`src/rtl/hex_entry_unit.sv`:
```
// Operator hex-entry front end: debounced buttons shift switch nibbles into an
// entry register and hand the assembled word off over a valid/ready handshake.

module hex_entry_debounce #(
  parameter int CYCLES = 270000
) (
  input  logic clk_i,
  input  logic rst_i,
  input  logic btn_n_i,
  output logic press_o
);

  localparam int CW = (CYCLES < 2) ? 1 : $clog2(CYCLES + 1);

  logic          sync1_q, sync2_q;
  logic          state_q, state_d;
  logic          state_prev_q;
  logic [CW-1:0] cnt_q, cnt_d;
  logic          pressed;

  // Synchronizer resets to the released level so a button held through reset
  // must complete a fresh debounce interval before it counts.
  always_ff @(posedge clk_i or posedge rst_i) begin
    if (rst_i) begin
      sync1_q      <= 1'b1;
      sync2_q      <= 1'b1;
      state_q      <= 1'b0;
      state_prev_q <= 1'b0;
      cnt_q        <= '0;
    end else begin
      sync1_q      <= btn_n_i;
      sync2_q      <= sync1_q;
      state_q      <= state_d;
      state_prev_q <= state_q;
      cnt_q        <= cnt_d;
    end
  end

  assign pressed = ~sync2_q;

  always_comb begin
    state_d = state_q;
    cnt_d   = cnt_q;
    if (pressed == state_q) begin
      cnt_d = '0;
    end else if (cnt_q == CW'(CYCLES - 1)) begin
      state_d = ~state_q;
      cnt_d   = '0;
    end else begin
      cnt_d = cnt_q + CW'(1);
    end
  end

  assign press_o = state_q & ~state_prev_q;

endmodule

module hex_entry_unit #(
  parameter int DATA_WIDTH      = 32,
  parameter int DEBOUNCE_CYCLES = 270000
) (
  input  logic                                clk_i,
  input  logic                                rst_i,
  input  logic [3:0]                          nibble_i,
  input  logic                                enter_btn_n_i,
  input  logic                                submit_btn_n_i,
  input  logic                                clear_btn_n_i,
  output logic [DATA_WIDTH-1:0]               entry_value_o,
  output logic [$clog2(DATA_WIDTH/4+1)-1:0]   digit_count_o,
  output logic                                full_o,
  output logic [DATA_WIDTH-1:0]               data_out_o,
  output logic                                data_valid_o,
  input  logic                                data_ready_i
);

  localparam int DIGITS = DATA_WIDTH / 4;
  localparam int CNTW   = $clog2(DIGITS + 1);

  typedef enum logic {
    ST_ENTRY = 1'b0,
    ST_HOLD  = 1'b1
  } state_t;

  state_t                state_q, state_d;
  logic [3:0]            nib1_q, nib2_q;
  logic [DATA_WIDTH-1:0] entry_q, entry_d;
  logic [CNTW-1:0]       count_q, count_d;
  logic [DATA_WIDTH-1:0] dout_q, dout_d;
  logic                  dvalid_q, dvalid_d;
  logic                  enter_p, submit_p, clear_p;
  logic                  full;

  hex_entry_debounce #(.CYCLES(DEBOUNCE_CYCLES)) u_db_enter (
    .clk_i   (clk_i),
    .rst_i   (rst_i),
    .btn_n_i (enter_btn_n_i),
    .press_o (enter_p)
  );

  hex_entry_debounce #(.CYCLES(DEBOUNCE_CYCLES)) u_db_submit (
    .clk_i   (clk_i),
    .rst_i   (rst_i),
    .btn_n_i (submit_btn_n_i),
    .press_o (submit_p)
  );

  hex_entry_debounce #(.CYCLES(DEBOUNCE_CYCLES)) u_db_clear (
    .clk_i   (clk_i),
    .rst_i   (rst_i),
    .btn_n_i (clear_btn_n_i),
    .press_o (clear_p)
  );

  always_ff @(posedge clk_i or posedge rst_i) begin
    if (rst_i) begin
      state_q  <= ST_ENTRY;
      nib1_q   <= '0;
      nib2_q   <= '0;
      entry_q  <= '0;
      count_q  <= '0;
      dout_q   <= '0;
      dvalid_q <= 1'b0;
    end else begin
      state_q  <= state_d;
      nib1_q   <= nibble_i;
      nib2_q   <= nib1_q;
      entry_q  <= entry_d;
      count_q  <= count_d;
      dout_q   <= dout_d;
      dvalid_q <= dvalid_d;
    end
  end

  assign full = (count_q == CNTW'(DIGITS));

  // One action per cycle: Clear beats Submit beats Enter; HOLD ignores buttons.
  always_comb begin
    state_d  = state_q;
    entry_d  = entry_q;
    count_d  = count_q;
    dout_d   = dout_q;
    dvalid_d = dvalid_q;
    case (state_q)
      ST_ENTRY: begin
        if (clear_p) begin
          entry_d = '0;
          count_d = '0;
        end else if (submit_p && (count_q != '0)) begin
          dout_d   = entry_q;
          dvalid_d = 1'b1;
          state_d  = ST_HOLD;
        end else if (enter_p && !full) begin
          entry_d = {entry_q[DATA_WIDTH-5:0], nib2_q};
          count_d = count_q + CNTW'(1);
        end
      end
      ST_HOLD: begin
        if (data_ready_i) begin
          dvalid_d = 1'b0;
          entry_d  = '0;
          count_d  = '0;
          state_d  = ST_ENTRY;
        end
      end
      default: state_d = ST_ENTRY;
    endcase
  end

  assign entry_value_o = entry_q;
  assign digit_count_o = count_q;
  assign full_o        = full;
  assign data_out_o    = dout_q;
  assign data_valid_o  = dvalid_q;

endmodule

```
`config.mk`:
```
export PLATFORM = sky130hd
export DESIGN_NAME = hex_entry_unit
export DESIGN_NICKNAME = d
export VERILOG_FILES = /design/src/rtl/hex_entry_unit.sv
export SDC_FILE = /design/constraint.sdc
export NUM_CORES = 1
export LEC_CHECK = 0
export CAP_MARGIN = 20
export CORE_MARGIN = 8
export CORE_UTILIZATION = 59
export DETAILED_ROUTE_END_ITERATION = 8
export GPL_TIMING_DRIVEN = 0
export PLACE_DENSITY = 0.94
export SLEW_MARGIN = 20
export SYNTH_ARGS = -nofsm -noshare
export SYNTH_HDL_FRONTEND = slang
export SYNTH_SLANG_ARGS = --single-unit
```
`constraint.sdc`:
```
create_clock -name clk_i -period 9.6 [get_ports clk_i]
set_clock_uncertainty 0.15 [all_clocks]
set_input_delay 1.44 -clock clk_i [delete_from_list [all_inputs] [get_ports clk_i]]
set_output_delay 1.44 -clock clk_i [all_outputs]
set_load 0.02 [all_outputs]
```
# After elaboration in Yosys (flattened, before gate mapping)
# Index checks and enable logic that the tools add are counted.
[classes]
n_addsub = 4
n_mul = 0
div = 0
n_lt_le_gt_ge = 0
eq_ne = 12
shifts = 0
mux = 24
bitwise_logic = 17
reduce_logical = 10
[op_table]
columns = ["cell", "n"]
rows = [
  ["$mux 32", 4],
  ["$mux 19", 6],
  ["$pmux 32 s2", 1],
  ["$add 19x1->19 const B", 3],
  ["$eq 19x19->1 const B", 3],
  ["$mux 4", 4],
  ["$not 1->1", 14],
  ["$reduce_and 3->1", 3],
  ["$pmux 4 s2", 1],
  ["$mux 1", 6],
  ["$ne 2x2->1 const B", 3],
  ["$ne 3x3->1 const B", 2],
  ["$reduce_and 2->1", 3],
  ["$add 4x1->4 const B", 1],
  ["$eq 4x4->1 const B", 1],
  ["$pmux 1 s2", 2],
  ["$reduce_bool 4->1", 1],
  ["$and 1x1->1", 3],
  ["$eq 1x1->1", 3],
  ["$logic_and 1x1->1", 2],
  ["$logic_not 1->1", 1],
]
[word_totals]
register_bits = 147
latch_bits = 0
ram_bits = 0
rom_bits = 0
word_cells = 89
n_memories = 0

# Depth between registers and ports, before layout
[depth]
word_depth = 7
ltp_mapped = 8

# Hierarchy
# Synthesis repeated with hierarchy kept, for this count alone.
[unflattened]
hier_cells = 573
hier_area_um2 = 6513.7
[by_module_without_submodules]
columns = ["mod", "instances", "cells_each", "area_per_inst_um2", "seq_area_each_um2"]
rows = [
  ["hex_entry_debounce", 3, 107, 1138.6, 578.1],
  ["hex_entry_unit", 1, 252, 3098.0, 1951.9],
]

# Worst setup path after synthesis
# Ideal clock, no wire load.
[synth_timing]
path_kind = "register -> output"
start = "reg count_q[0], in the netlist digit_count_o[0]"
end = "out full_o"
t_arrival_ns = 1.011
t_required_ns = 8.010
path_slack_ns = 6.999
stages_incl_launch_ff = 4
path_cell_list = "dfrtp_1 -> inv_1 -> ha_1 -> and3b_1"
[synth_via]
elab_chain_cells = 1
[synth_lines]
columns = ["element", "line", "source"]
rows = [
  ["start, declared", "87", "logic [CNTW-1:0] count_q, count_d;"],
  ["start signal, assigned", "128", "count_q <= count_d;"],
  ["$eq 4x4->1", "134", "assign full = (count_q == CNTW'(DIGITS));"],
  ["end, declared", "70", "output logic full_o,"],
]
# No other way between the ends.

# Final worst setup path
# Ends and elaborated chain as after synthesis.

==> impl_metrics.sql <==
INSERT INTO impl_metrics (metric_group, metric, value, unit) VALUES
('outcome', 'run_status', 'complete, no violations', ''),
('sta', 'timing.final.max_slew_violations', '0', ''),
('clock_network', 'cts_max_path_buffers', '2', ''),
('clock_network', 'tritoncts', 'built', ''),
('routing', 'detail_route.vias_per_cell', '5.973', ''),
('sta', 'rsz0062_at_grt', 'false', ''),
('sta', 'setup_total_negative_slack', '0', 'ns'),
('setup_path', 'r2r-end', 'entry_value_o[1]$_DFFE_PP0P_', ''),
('routing', 'wire_per_inst', '19.46', 'um'),
('worst_hold_path', 'timing.hold.worst_path_depth', '0', ''),
('power', 'power_frac_seq', '47.2', '%'),
('yosys', 'synth-seq-cells', '147', ''),
('finish', 'postLayoutCoreUtil', '75.85', '%'),
('worst_hold_path', 'hold_path.startpoint', 'nib1_q[0]$_DFF_PP0_', ''),
('yosys', 'synth-compound-area-share', '8.531', '%'),
('setup_path', 'cpMaxStageDelayCell', 'clkdlybuf4s50_1', ''),
('worst_hold_path', 'holdCritPathClass', 'flip-flop to flip-flop', ''),
('finish', 'antenna_cells', '0', ''),
('placed_design', 'detailed_place_hpwl', '9298', 'um'),
('setup_path', 'r2r_slack', '6.92', 'ns'),
('yosys', 'dominantRegCellSynth', 'dfrtp_1', ''),
('setup_path', 'cp_cell_sequence', 'inv_1 > ha_1 > and3b_1 > clkdlybuf4s50_1', ''),
('finish', 'seqCellArea', '3686', 'um2'),
('sta', 'period_minus_slack', '3.697', 'ns'),
('yosys', 'synthesis.instances', '505', ''),
('clock_network', 'cts_hold_buf', '0', ''),
('sta', 'fin_crit_sh', '38.51', '%'),
('clock_network', 'clkSlewWorstSetupHoldPaths', '0.06', 'ns'),
('setup_path', 'arrival', '2.11', 'ns'),
('global_route', 'gr-total-overflow', '0', ''),
('setup_path', 'critical_path.top_delay_family', 'buffers and inverters', ''),
('sta', 'hold_viol', '0', ''),
('clock_network', 'cts-resized-gates', '0', ''),
('routing', 'postRouteAntennaNets', '0', ''),
('clock_network', 'tritoncts_num_sinks', '147', ''),
('routing', 'drt_wl_total', '14660', 'um'),
('setup_path', 'setup.worst_path.start_class', 'flip-flop', ''),
('clock_network', 'h-tree-depth', '4', ''),
('die', 'pin_count', '80', ''),
('yosys', 'syn_area_per_cell', '12.02', 'um2'),
('finish', 'count_of_filler_cells_inserted_in_the_layout', '565', ''),
('yosys', 'synth_xor_xnor_area_share', '6.491', '%'),
('routing', 'num_vias', '4498', ''),
('finish', 'area_growth_synth_to_finish', '26.64', '%'),
('setup_path', 'critical-path-max-stage-delay', '0.63', 'ns'),
('finish', 'multiInputGateArea', '2236', 'um2'),
('yosys', 'distinct_cell_type_count_of_the_synthesized_netlist', '41', ''),
('die', 'fp.coreArea', '10140', 'um2'),
('setup_path', 'rr_startpoint', 'digit_count_o[0]$_DFFE_PP0P_', ''),
('finish', 'num-nets-final', '619', ''),
('power', 'share_comb_of_total_power', '2.1', '%'),
('yosys', 'netlist_area', '6072', 'um2'),
('yosys', 'warning_count_from_the_yosys_run', '0', ''),
('yosys', 'synth_nets', '520', ''),
('clock_network', 'clock_insertion_delay_worst_skew', '0.53', 'ns'),
('setup_path', 'worst-setup-path-type', 'flip-flop to output port', ''),
('power', 'p_sw', '0.0002665', 'W'),
('die', 'die_height', '117.4', 'um'),
('power', 'cellLeakagePower', '3.377', 'nW'),
('power', 'vdd_ir_drop_max', '0.0001625', 'V'),
('setup_path', 'reg2regPathDepth', '7', ''),
('setup_path', 'worstPathBufferInverterCount', '2', ''),
('yosys', 'seq_area_frac_synth', '60.70', '%'),
('clock_network', 'cts_root_buffer', 'clkbuf_8', ''),
('power', 'cell_internal_pwr', '0.001073', 'W'),
('clock_network', 'post_cts_buffers', '0', ''),
('global_route', 'antenna_found_initial', '0', ''),
('placed_design', 'gpl_wtd_cong', '0.8808', ''),
('sta', 'final_number_of_setup_violating_endpoints', '0', ''),
('yosys', 'synth_top_family_by_area', 'simple AND/OR/NAND/NOR gates', ''),
('clock_network', 'cts_inserted_buffers', '17', '');
==> through the flow <==
step | instances | setup slack (ns) | area, um2 | power (W) | hold slack (ns)
finish | 753 | 5.903 | 7690 | 0.001339 | 0.2027
global route | 753 | 5.817 | 7690 | 0.001383 | 0.2071
CTS | 753 | 5.888 | 7690 | 0.001352 | 0.2053
detailed placement | 721 | 6.255 | 7068 | 0.0006711 | 0.1887
global placement | 720 | 2.524 | 7033 | 0.0006677 | 0.1859
floorplan | 505 | 4.069 | 6072 | 0.0006593 | 0.1812
==> layout make-up <==
cell class / count / area share (%)
sequential: 147 / 47.93
multi-input combinational: 321 / 29.08
timing repair buffer: 80 / 10.64
clock buffer: 24 / 6.508
tap: 136 / 2.213
clock inverter: 8 / 1.578
inverter: 22 / 1.171
buffer: 15 / 0.8786
==> state kept, by name, summed over array words and instances, names as in the netlist <==
| register | cells |
|---|---|
| entry_value_o | 32 |
| u_db_enter.state_prev_q | 1 |
| data_valid_o | 1 |
| u_db_clear.state_prev_q | 1 |
| u_db_submit.sync2_q | 1 |
| u_db_enter.sync2_q | 1 |
| digit_count_o | 4 |
| nib2_q | 4 |
| u_db_submit.cnt_q | 19 |
| state_q | 1 |
| data_out_o | 32 |
| u_db_submit.sync1_q | 1 |
| u_db_clear.state_q | 1 |
| u_db_enter.cnt_q | 19 |
| u_db_enter.state_q | 1 |
| u_db_clear.cnt_q | 19 |
| nib1_q | 4 |
| u_db_submit.state_prev_q | 1 |
| u_db_clear.sync1_q | 1 |
| u_db_enter.sync1_q | 1 |
| u_db_clear.sync2_q | 1 |
| u_db_submit.state_q | 1 |
==> worst max-delay path by stage <==
stage | to | from | cells past startpoint
2_1_floorplan | data_out_o[0]$_DFFE_PP0P_ | rst_i | 1
5_1_grt | full_o | digit_count_o[0]$_DFFE_PP0P_ | 4
4_1_cts | full_o | digit_count_o[0]$_DFFE_PP0P_ | 4
3_3_place_gp | data_out_o[18]$_DFFE_PP0P_ | rst_i | 2
3_5_place_dp | entry_value_o[3]$_DFFE_PP0P_ | data_ready_i | 5
6_report | full_o | digit_count_o[0]$_DFFE_PP0P_ | 4
==> power by group through the flow <==
| stage | Sequential [W] | Clock [W] | Combinational, W |
|---|---|---|---|
| CTS | 0.000631 | 0.000691 | 0.0000297 |
| finish | 0.000632 | 0.000679 | 0.0000286 |
| detailed placement | 0.000642 | 0 | 0.0000289 |
| global route | 0.000632 | 0.000718 | 0.0000328 |
| floorplan | 0.000641 | 0 | 0.0000180 |
| global placement | 0.000642 | 0 | 0.0000257 |
==> layout by cell type (no fill, tap or decap), drive strengths merged, types with 16 or more instances in the layout <==
cell type      instances
xnor2                 38
nor4                  16
mux2                  33
nor2                  63
nand3                 23
dfrtp                141
clkdlybuf4s50         79
inv                   22
a22o                  33
clkbuf                30
==> cell usage after synthesis, types with 3 or more instances <==
cell | number | area, um2
ha_1 | 5 | 62.56
dfstp_2 | 6 | 157.7
clkbuf_1 | 6 | 22.52
and3_1 | 6 | 37.54
a21o_1 | 5 | 37.54
nand3_1 | 22 | 110.1
nand2_1 | 15 | 56.30
nand4_1 | 14 | 87.58
a21oi_1 | 7 | 35.03
nor2_1 | 63 | 236.5
nor4b_1 | 5 | 43.79
dfrtp_1 | 141 | 3528
mux2_2 | 33 | 371.6
buf_2 | 9 | 45.04
o21ai_0 | 6 | 30.03
xnor2_1 | 38 | 332.8
inv_1 | 22 | 82.58
nor3_1 | 14 | 70.07
nand2b_1 | 4 | 25.02
xor2_1 | 7 | 61.31
nor4_1 | 16 | 100.1
a22o_1 | 33 | 289.0
nor2b_1 | 3 | 18.77
a211oi_1 | 3 | 22.52
==> worst reg2reg max path: cells and delay by family (launching register included) <==
kind	cells	cell delay, ns
flip-flops	1	0.43
adder cells (fa/ha/maj)	1	0.22
AO/OA/AOI/OAI	3	1.09
buffers and inverters	2	0.46
AND/OR/NAND/NOR	1	0.22
==> metal layers <==
layer	up-vias	global-route usage, %	share of wire [%]
met5	-	0	0
met4	0	10.06	2.6
met3	37	6.043	6.7
met2	195	36.55	51
met1	2260	26.54	39
li1	2006	-	-
==> cells by family after synthesis <==
family          count (synthesis)
fa+ha+maj                       5
simple gates                  172
buf+inv                        37
mux                            35
flops                         147
compound gates                 64
xor+xnor                       45
No activity file was read; power rests on OpenSTA's default activity.
